[src/rtl/sort_n_seq.sv]
// Sequential odd-even transposition sorter: one compare-exchange phase per clock, N phases per vector.
// The swap count it reports equals the inversion count of the input vector.
module sort_n_seq #(
  parameter int WIDTH  = 4,
  parameter int N      = 4,
  parameter int SIGNED = 0,
  parameter int CW     = $clog2(N*(N-1)/2+1)
) (
  input  logic                 clk,
  input  logic                 rst,
  input  logic                 in_valid,
  output logic                 in_ready,
  input  logic [N*WIDTH-1:0]   in_data,
  input  logic                 in_desc,
  output logic                 out_valid,
  input  logic                 out_ready,
  output logic [N*WIDTH-1:0]   out_data,
  output logic [CW-1:0]        out_swaps,
  output logic                 busy
);

  localparam int PW = (N > 2) ? $clog2(N) : 1;

  typedef enum logic [1:0] {IDLE, SORT, DONE} state_t;

  state_t                    state_q, state_d;
  logic [N-1:0][WIDTH-1:0]   work_q, work_d;
  logic                      desc_q, desc_d;
  logic [CW-1:0]             swaps_q, swaps_d;
  logic [PW-1:0]             phase_q, phase_d;
  logic                      out_valid_q, out_valid_d;

  // True when a (lower index) and b (higher index) must be exchanged; ties never swap.
  function automatic logic out_of_order(input logic [WIDTH-1:0] a,
                                        input logic [WIDTH-1:0] b,
                                        input logic             desc);
    logic gt_ab;
    logic lt_ab;
    if (SIGNED != 0) begin
      gt_ab = $signed(a) > $signed(b);
      lt_ab = $signed(a) < $signed(b);
    end else begin
      gt_ab = a > b;
      lt_ab = a < b;
    end
    return desc ? lt_ab : gt_ab;
  endfunction

  always_comb begin
    state_d     = state_q;
    work_d      = work_q;
    desc_d      = desc_q;
    swaps_d     = swaps_q;
    phase_d     = phase_q;
    out_valid_d = out_valid_q;
    case (state_q)
      IDLE: begin
        if (in_valid) begin
          work_d  = in_data;
          desc_d  = in_desc;
          swaps_d = '0;
          phase_d = '0;
          state_d = SORT;
        end
      end
      SORT: begin
        // Pairs starting at even indices in even phases, odd indices in odd phases; pairs are disjoint.
        for (int i = 0; i < N-1; i++) begin
          if (i[0] == phase_q[0]) begin
            if (out_of_order(work_q[i], work_q[i+1], desc_q)) begin
              work_d[i]   = work_q[i+1];
              work_d[i+1] = work_q[i];
              swaps_d     = swaps_d + CW'(1);
            end
          end
        end
        if (phase_q == PW'(N-1)) begin
          phase_d     = '0;
          state_d     = DONE;
          out_valid_d = 1'b1;
        end else begin
          phase_d = phase_q + PW'(1);
        end
      end
      DONE: begin
        if (out_ready) begin
          out_valid_d = 1'b0;
          state_d     = IDLE;
        end
      end
      default: state_d = IDLE;
    endcase
  end

  always_ff @(posedge clk) begin
    if (rst) begin
      state_q     <= IDLE;
      work_q      <= '0;
      desc_q      <= 1'b0;
      swaps_q     <= '0;
      phase_q     <= '0;
      out_valid_q <= 1'b0;
    end else begin
      state_q     <= state_d;
      work_q      <= work_d;
      desc_q      <= desc_d;
      swaps_q     <= swaps_d;
      phase_q     <= phase_d;
      out_valid_q <= out_valid_d;
    end
  end

  assign in_ready  = (state_q == IDLE) && !rst;
  assign busy      = (state_q == SORT) || (state_q == DONE);
  assign out_valid = out_valid_q;
  assign out_data  = work_q;
  assign out_swaps = swaps_q;

endmodule
[config.mk]
export PLATFORM = sky130hd
export DESIGN_NAME = sort_n_seq
export DESIGN_NICKNAME = d
export VERILOG_FILES = /design/src/rtl/sort_n_seq.sv
export SDC_FILE = /design/constraint.sdc
export NUM_CORES = 1
export LEC_CHECK = 0
export ABC_CLOCK_PERIOD_IN_PS = 3130
export BUFFER_PORTS_ARGS = -buffer_cell sky130_fd_sc_hd__buf_2
export CORE_AREA = 4 4 66 68
export CTS_BUF_LIST = sky130_fd_sc_hd__clkbuf_2
export DETAILED_ROUTE_END_ITERATION = 8
export DIE_AREA = 0 0 70 72
export HOLD_SLACK_MARGIN = 0.1
export PLACE_DENSITY = 0.74
export SYNTH_ARGS = -nofsm -noshare
export SYNTH_HDL_FRONTEND = slang
export SYNTH_SLANG_ARGS = --single-unit
[constraint.sdc]
create_clock -name clk -period 3.13 [get_ports clk]
set_input_delay 0.626 -clock clk [delete_from_list [all_inputs] [get_ports clk]]
set_output_delay 0.626 -clock clk [all_outputs]
set_load 0.02 [all_outputs]
# Word-level counts from Yosys, hierarchy flattened
# Index checks and enable logic that the tools add are counted.
dict set report word_totals {
  reg_bits 25
  latch_bits 0
  ramBits 0
  romBits 0
  input_bits 21
  out_inout_bits 22
  n_memories 0
}
dict set report classes {
  addsub 4
  mul 0
  div 0
  n_lt_le_gt_ge 6
  eq_ne 9
  shift 0
  n_mux 43
  n_bitwise 0
  n_reduce_logical 12
}
# cell n
set ops {}
lappend ops {{$mux W8} 6}
lappend ops {{$pmux W16 S2} 1}
lappend ops {{$mux W3} 9}
lappend ops {{$mux W1} 17}
lappend ops {{$mux W16} 1}
lappend ops {{$gt A4 B4 Y1} 3}
lappend ops {{$lt A4 B4 Y1} 3}
lappend ops {{$ne A2 B2 Y1 const B} 6}
lappend ops {{$mux W2} 5}
lappend ops {{$add A3 B1 Y3 const B} 3}
lappend ops {{$reduce_and A4 Y1} 2}
lappend ops {{$pmux W2 S3} 1}
lappend ops {{$pmux W3 S2} 1}
lappend ops {{$reduce_and A3 Y1} 2}
lappend ops {{$eq A2 B2 Y1 const B} 2}
lappend ops {{$pmux W2 S2} 1}
lappend ops {{$reduce_and A2 Y1} 2}
lappend ops {{$reduce_bool A2 Y1} 2}
lappend ops {{$add A2 B1 Y2 const B} 1}
lappend ops {{$eq A2 B1 Y1 const B} 1}
lappend ops {{$logic_not A2 Y1} 1}
lappend ops {{$pmux W1 S2} 1}
lappend ops {{$logic_and A1 B1 Y1} 1}
lappend ops {{$logic_not A1 Y1} 1}
lappend ops {{$logic_or A1 B1 Y1} 1}

# Depth between registers and ports, before layout
dict set report depth {
  word_depth 15
  ltp_mapped 15
  depth_no_buf 14
}

# Worst setup path before layout
# OpenSTA, ideal clock, no wires.
dict set report synth_timing {
  path_kind {register -> register}
  start {register work_q, in the netlist out_data[5]}
  end {register swaps_q[2] (netlist: out_swaps[2])}
  t_arrival_ns 3.105
  required_ns 3.007
  setup_slack_ns -0.099
  stages_incl_launch_ff 16
  synth_period_minus_slack_ns 3.229
  path_cell_list {dfxtp_1 -> inv_1 -> ha_1 -> nor2b_1 -> o211ai_1 -> and2_2 -> a21oi_1 -> buf_2 -> xnor2_1 -> ha_1 -> mux2_2 -> ha_1 -> a21boi_0 -> xor2_1 -> a21oi_1 -> o22ai_1}
}
dict set report synth_between {
  elab_chain_cells 15
  elab_cells_between_ends 25
  classes_between {2 x add/sub; 4 x order compare; 19 x mux}
}
# item line
set synth_lines {}
lappend synth_lines {{start: declaration} 27} ;# logic [N-1:0][WIDTH-1:0] work_q, work_d;
lappend synth_lines {{start signal: assignment} 105} ;# work_q <= work_d;
lappend synth_lines {{$gt A4 B4 Y1 or $lt A4 B4 Y1 (tied branches)} {43, 44}}
lappend synth_lines {{$mux W1} 69} ;# if (i[0] == phase_q[0]) begin
lappend synth_lines {{$mux W1} 56} ;# case (state_q)
lappend synth_lines {{$mux W1} 46} ;# return desc ? lt_ab : gt_ab;
lappend synth_lines {{$mux W3} 70} ;# if (out_of_order(work_q[i], work_q[i+1], desc_q)) begin
lappend synth_lines {{$mux W3} 69}
lappend synth_lines {{$mux W3} 56}
lappend synth_lines {{$add A3 B1 Y3} 73} ;# swaps_d = swaps_d + CW'(1);
lappend synth_lines {{$mux W3} 70}
lappend synth_lines {{$mux W3 (*)} 69}
lappend synth_lines {{$mux W3 (*)} 56}
lappend synth_lines {{$add A3 B1 Y3} 73}
lappend synth_lines {{$mux W3} 70}
lappend synth_lines {{$mux W3 (*)} 69}
lappend synth_lines {{$pmux W3 S2 (*)} 56}
lappend synth_lines {{end signal: assignment} 107} ;# swaps_q <= swaps_d;
lappend synth_lines {{end: declaration} 29} ;# logic [CW-1:0] swaps_q, swaps_d;
# Mark *: on every way between the ends. The rest lies on a longest branch, timed or not. The select of a mux whose other input is x is not followed.
# A chain may end at the register's enable or synchronous reset.

# Final worst setup path
# Ends and elaborated chain as after synthesis.

==> run_results.csv <==
group,metric,value,unit
pwr,ir_drop,0.0003179,V
timing,finalWorstSetupSlack,0.08919,ns
grt,overflow,0,
drt,wirelength,4.898,mm
synth,muxShareOfSynthArea,0.09128,
grt,antenna_found_initial,0,
setup_path,r2r_start,"out_data[5]",
pwr,swShare,0.4685,
grt,grt_pass1_vias,1652,
cells_and_area,fillers,377,
timing,tightest_slew,0.7046,ns
cells_and_area,drive_above_1_share,0.3296,
synth,synthAdderAreaFrac,0.1294,
drt,dr.first_iter.drc_count,74,
pwr,p_leak,0.9932,nW
setup_path,r2r_cells,14,
pwr,comb_power_share,0.660,
job,cap_violations,0,
synth,synthSimpleGateAreaFrac,0.1587,
synth,synth_compound_area_frac,0.2643,
drt,post_drt_wl_per_cell,15.31,um
setup_path,critPathKind,"reg2reg",
clock_tree,cts_root_buf,"clkbuf_2",
timing,post-route-period-util,0.9715,
drt,ant_nets,0,
drt,vias,1823,
setup_path,reg2reg_slack,0.09,ns
placed_design,portBuffers,42,
synth,synth-seq-cells,25,
clock_tree,htree_levels,1,
timing,max_slew_margin,0.5267,
synth,syn-num-nets,258,
synth,ys_types,43,
cells_and_area,final-seq-area,506.7,um2
cells_and_area,final_nets,311,
setup_path,worstPathArrival,3.37,ns
cells_and_area,syn2layout_area_growth,24.11,%
clock_tree,clkSinkCount,25,
worst_hold_path,min-delay-start,"in_desc",
clock_tree,clk_latency,0.37,ns
cells_and_area,n_antenna_cell,0,
clock_tree,clkTransAtPathRegs,0.27,ns
die,die_x,70,um
grt,grt_pass1_wl,7.769,mm
worst_hold_path,min_delay_path_depth,3,
timing,setup_viol,0,
die,start_util,0.4763,
setup_path,timing.critical_path.required,3.46,ns
synth,mappedNetlistArea,1837,um2
timing,fmax,328.9,MHz
clock_tree,cts_inserted_buffers,3,
synth,synth_xor_area_frac,0.01907,
timing,slew_viol_final,0,
synth,ys_seq_area_frac,0.2725,
synth,ys_warn_count,0,
setup_path,r2r_end,"out_swaps[2]",
timing,fin_skew,0.02205,ns
synth,synth-edff-count,0,
die,die_h,72,um
synth,synth_ff_type,"dfxtp_1",
worst_hold_path,holdPathEnd,"desc_q",
clock_tree,tritoncts,"built",
setup_path,worst-path-max-fanout,3,
die,die_area,5040,um2
pwr,seqPwrFrac,0.259,
grt,grt_max_degree,27,
drt,via_per_inst,5.697,
pwr,power_switching,0.0007972,W
setup_path,critPathCaptureType,"flop",
pwr,power.density,746.4,nW/um2
cells_and_area,fin_util,0.5912,
drt,drc,0,
cells_and_area,layout_common_cells,"buf_2, nor2_1, dfxtp_1, a21oi_1",
clock_tree,cts_buffer_depth,2,
timing,min_period,3.041,ns
pwr,clockPowerShare,0.082,
placed_design,post-dp-hpwl,3.584,mm
grt,grt_usage,0.1872,
worst_hold_path,hold_class,"in2reg",
placed_design,dpl_worst_slack,0.01584,ns
placed_design,gp_congestion,0.8993,
timing,report.final.hold_viol_count,0,
status,outcome,"complete, no violations",
drt,firstDrtPassIters,4,
synth,synth_top_family_by_area,"compound AO/OA/AOI/OAI gates",
synth,synthCells,218,
cells_and_area,multi_input_area,1289,um2
pwr,p_int,0.0009043,W
clock_tree,ctsHoldBuffers,0,
pwr,p_total,0.001702,W
die,ios,43,
setup_path,start_kind,"flop",
synth,avgSynthCellArea,8.426,um2
die,rows,23,
synth,ys_async_sr_fraction,0,
cells_and_area,layout_commonest_cell,"buf_2",
die,core,3856,um2
[state kept, by name (all words and copies together), names as in the netlist]
name and flops:
out_swaps 3, out_valid 1, state_q 2, phase_q 2, desc_q 1, out_data 16
[power by group through the flow]
stage	Combinational, W	Clock, W	Sequential (W)
after floorplan	0.000637	0	0.000516
after global placement	0.000972	0	0.000438
after detailed placement	0.000987	0	0.000440
after CTS	0.00101	0.000146	0.000433
after global routing	0.00124	0.000159	0.000448
final	0.00112	0.000139	0.000440
[synthesized netlist by cell type, types with 2 or more instances]
library cell  number  area, um2
nand2b_1           2      12.51
buf_2              3      15.01
nor2_1            22      82.58
inv_1             17      63.81
nor2b_1            8      50.05
mux2_2             3      33.78
a221oi_1           4      35.03
and2_2             2      15.01
a21boi_0           2      15.01
nand4_1            3      18.77
a21o_2             2      17.52
o21ai_0            5      25.02
a211oi_1          11      82.58
o211ai_1           2      15.01
nand2_1            8      30.03
nor3_1             3      15.01
ha_1              19      237.7
o32ai_1            4      35.03
nand3_1            4      20.02
xnor2_1            2      17.52
a21oi_1           21      105.1
dfxtp_1           25      500.5
o221ai_1           8      70.07
xor2_1             2      17.52
mux2i_1           12      120.1
and2b_2            2      17.52
clkbuf_1           6      22.52
[layout make-up]
type	instances	share of cell area
sequential	25	0.2223
multi-input combinational	165	0.5653
clock buffer	4	0.008782
tap	50	0.02744
inverter	17	0.02799
timing repair buffer	59	0.1482
[per-stage QoR]
step	hold slack, ns	instances	instance area [um2]	setup TNS, ns
3_5_place_dp	0.4694	314	2170	0
5_1_grt	0.4640	320	2280	-0.03911
2_1_floorplan	0.4665	218	1839	0
4_1_cts	0.4718	319	2197	0
3_3_place_gp	0.4609	314	2170	0
6_report	0.4759	320	2280	0
[how the worst max path moves through the flow]
stage,to,slack (ns),from,cells after the start
after floorplan,out_swaps[2],0.02,out_data[6],14
after global placement,out_swaps[2],0.10,out_data[5],15
after detailed placement,out_swaps[2],0.02,out_data[5],15
after CTS,out_swaps[2],0.00009,out_data[5],14
after global routing,out_swaps[2],-0.04,out_data[5],14
final,out_swaps[2],0.09,out_data[5],14
[logic make-up after synthesis]
logic type	Yosys count
AO/OA/AOI/OAI	68
buffers and inverters	28
flip-flops	25
XOR/XNOR	4
multiplexers	16
AND/OR/NAND/NOR	58
adder cells (fa/ha/maj)	19
[worst max-delay path, cell delays in order (launching register included)]
cell      delay (ns)
dfxtp_2         0.40
inv_2           0.05
ha_4            0.20
nor2b_1         0.12
o211ai_1        0.32
a21oi_2         0.12
a21oi_4         0.15
mux2_4          0.34
ha_4            0.24
mux2_4          0.27
ha_1            0.19
a21boi_0        0.13
xor2_1          0.18
buf_4           0.15
o22ai_1         0.14
[metal layers]
layer	vias up	wire (um)	share of wire	global-route usage
li1	913	-	-	-
met1	846	2223	0.45	0.2513
met2	54	2388	0.49	0.3179
met3	10	205	0.042	0.02355
met4	0	80	0.016	0.05319
met5	-	0	0	0
[what timing repair did]
item	4_1_cts	5_1_grt
hold endpoints to repair	0	0
setup buffers	1	1
pin swaps	0	4
gates resized for setup	0	14
endpoints found under the setup margin	1	2
No activity file was read; power rests on OpenSTA's default activity.
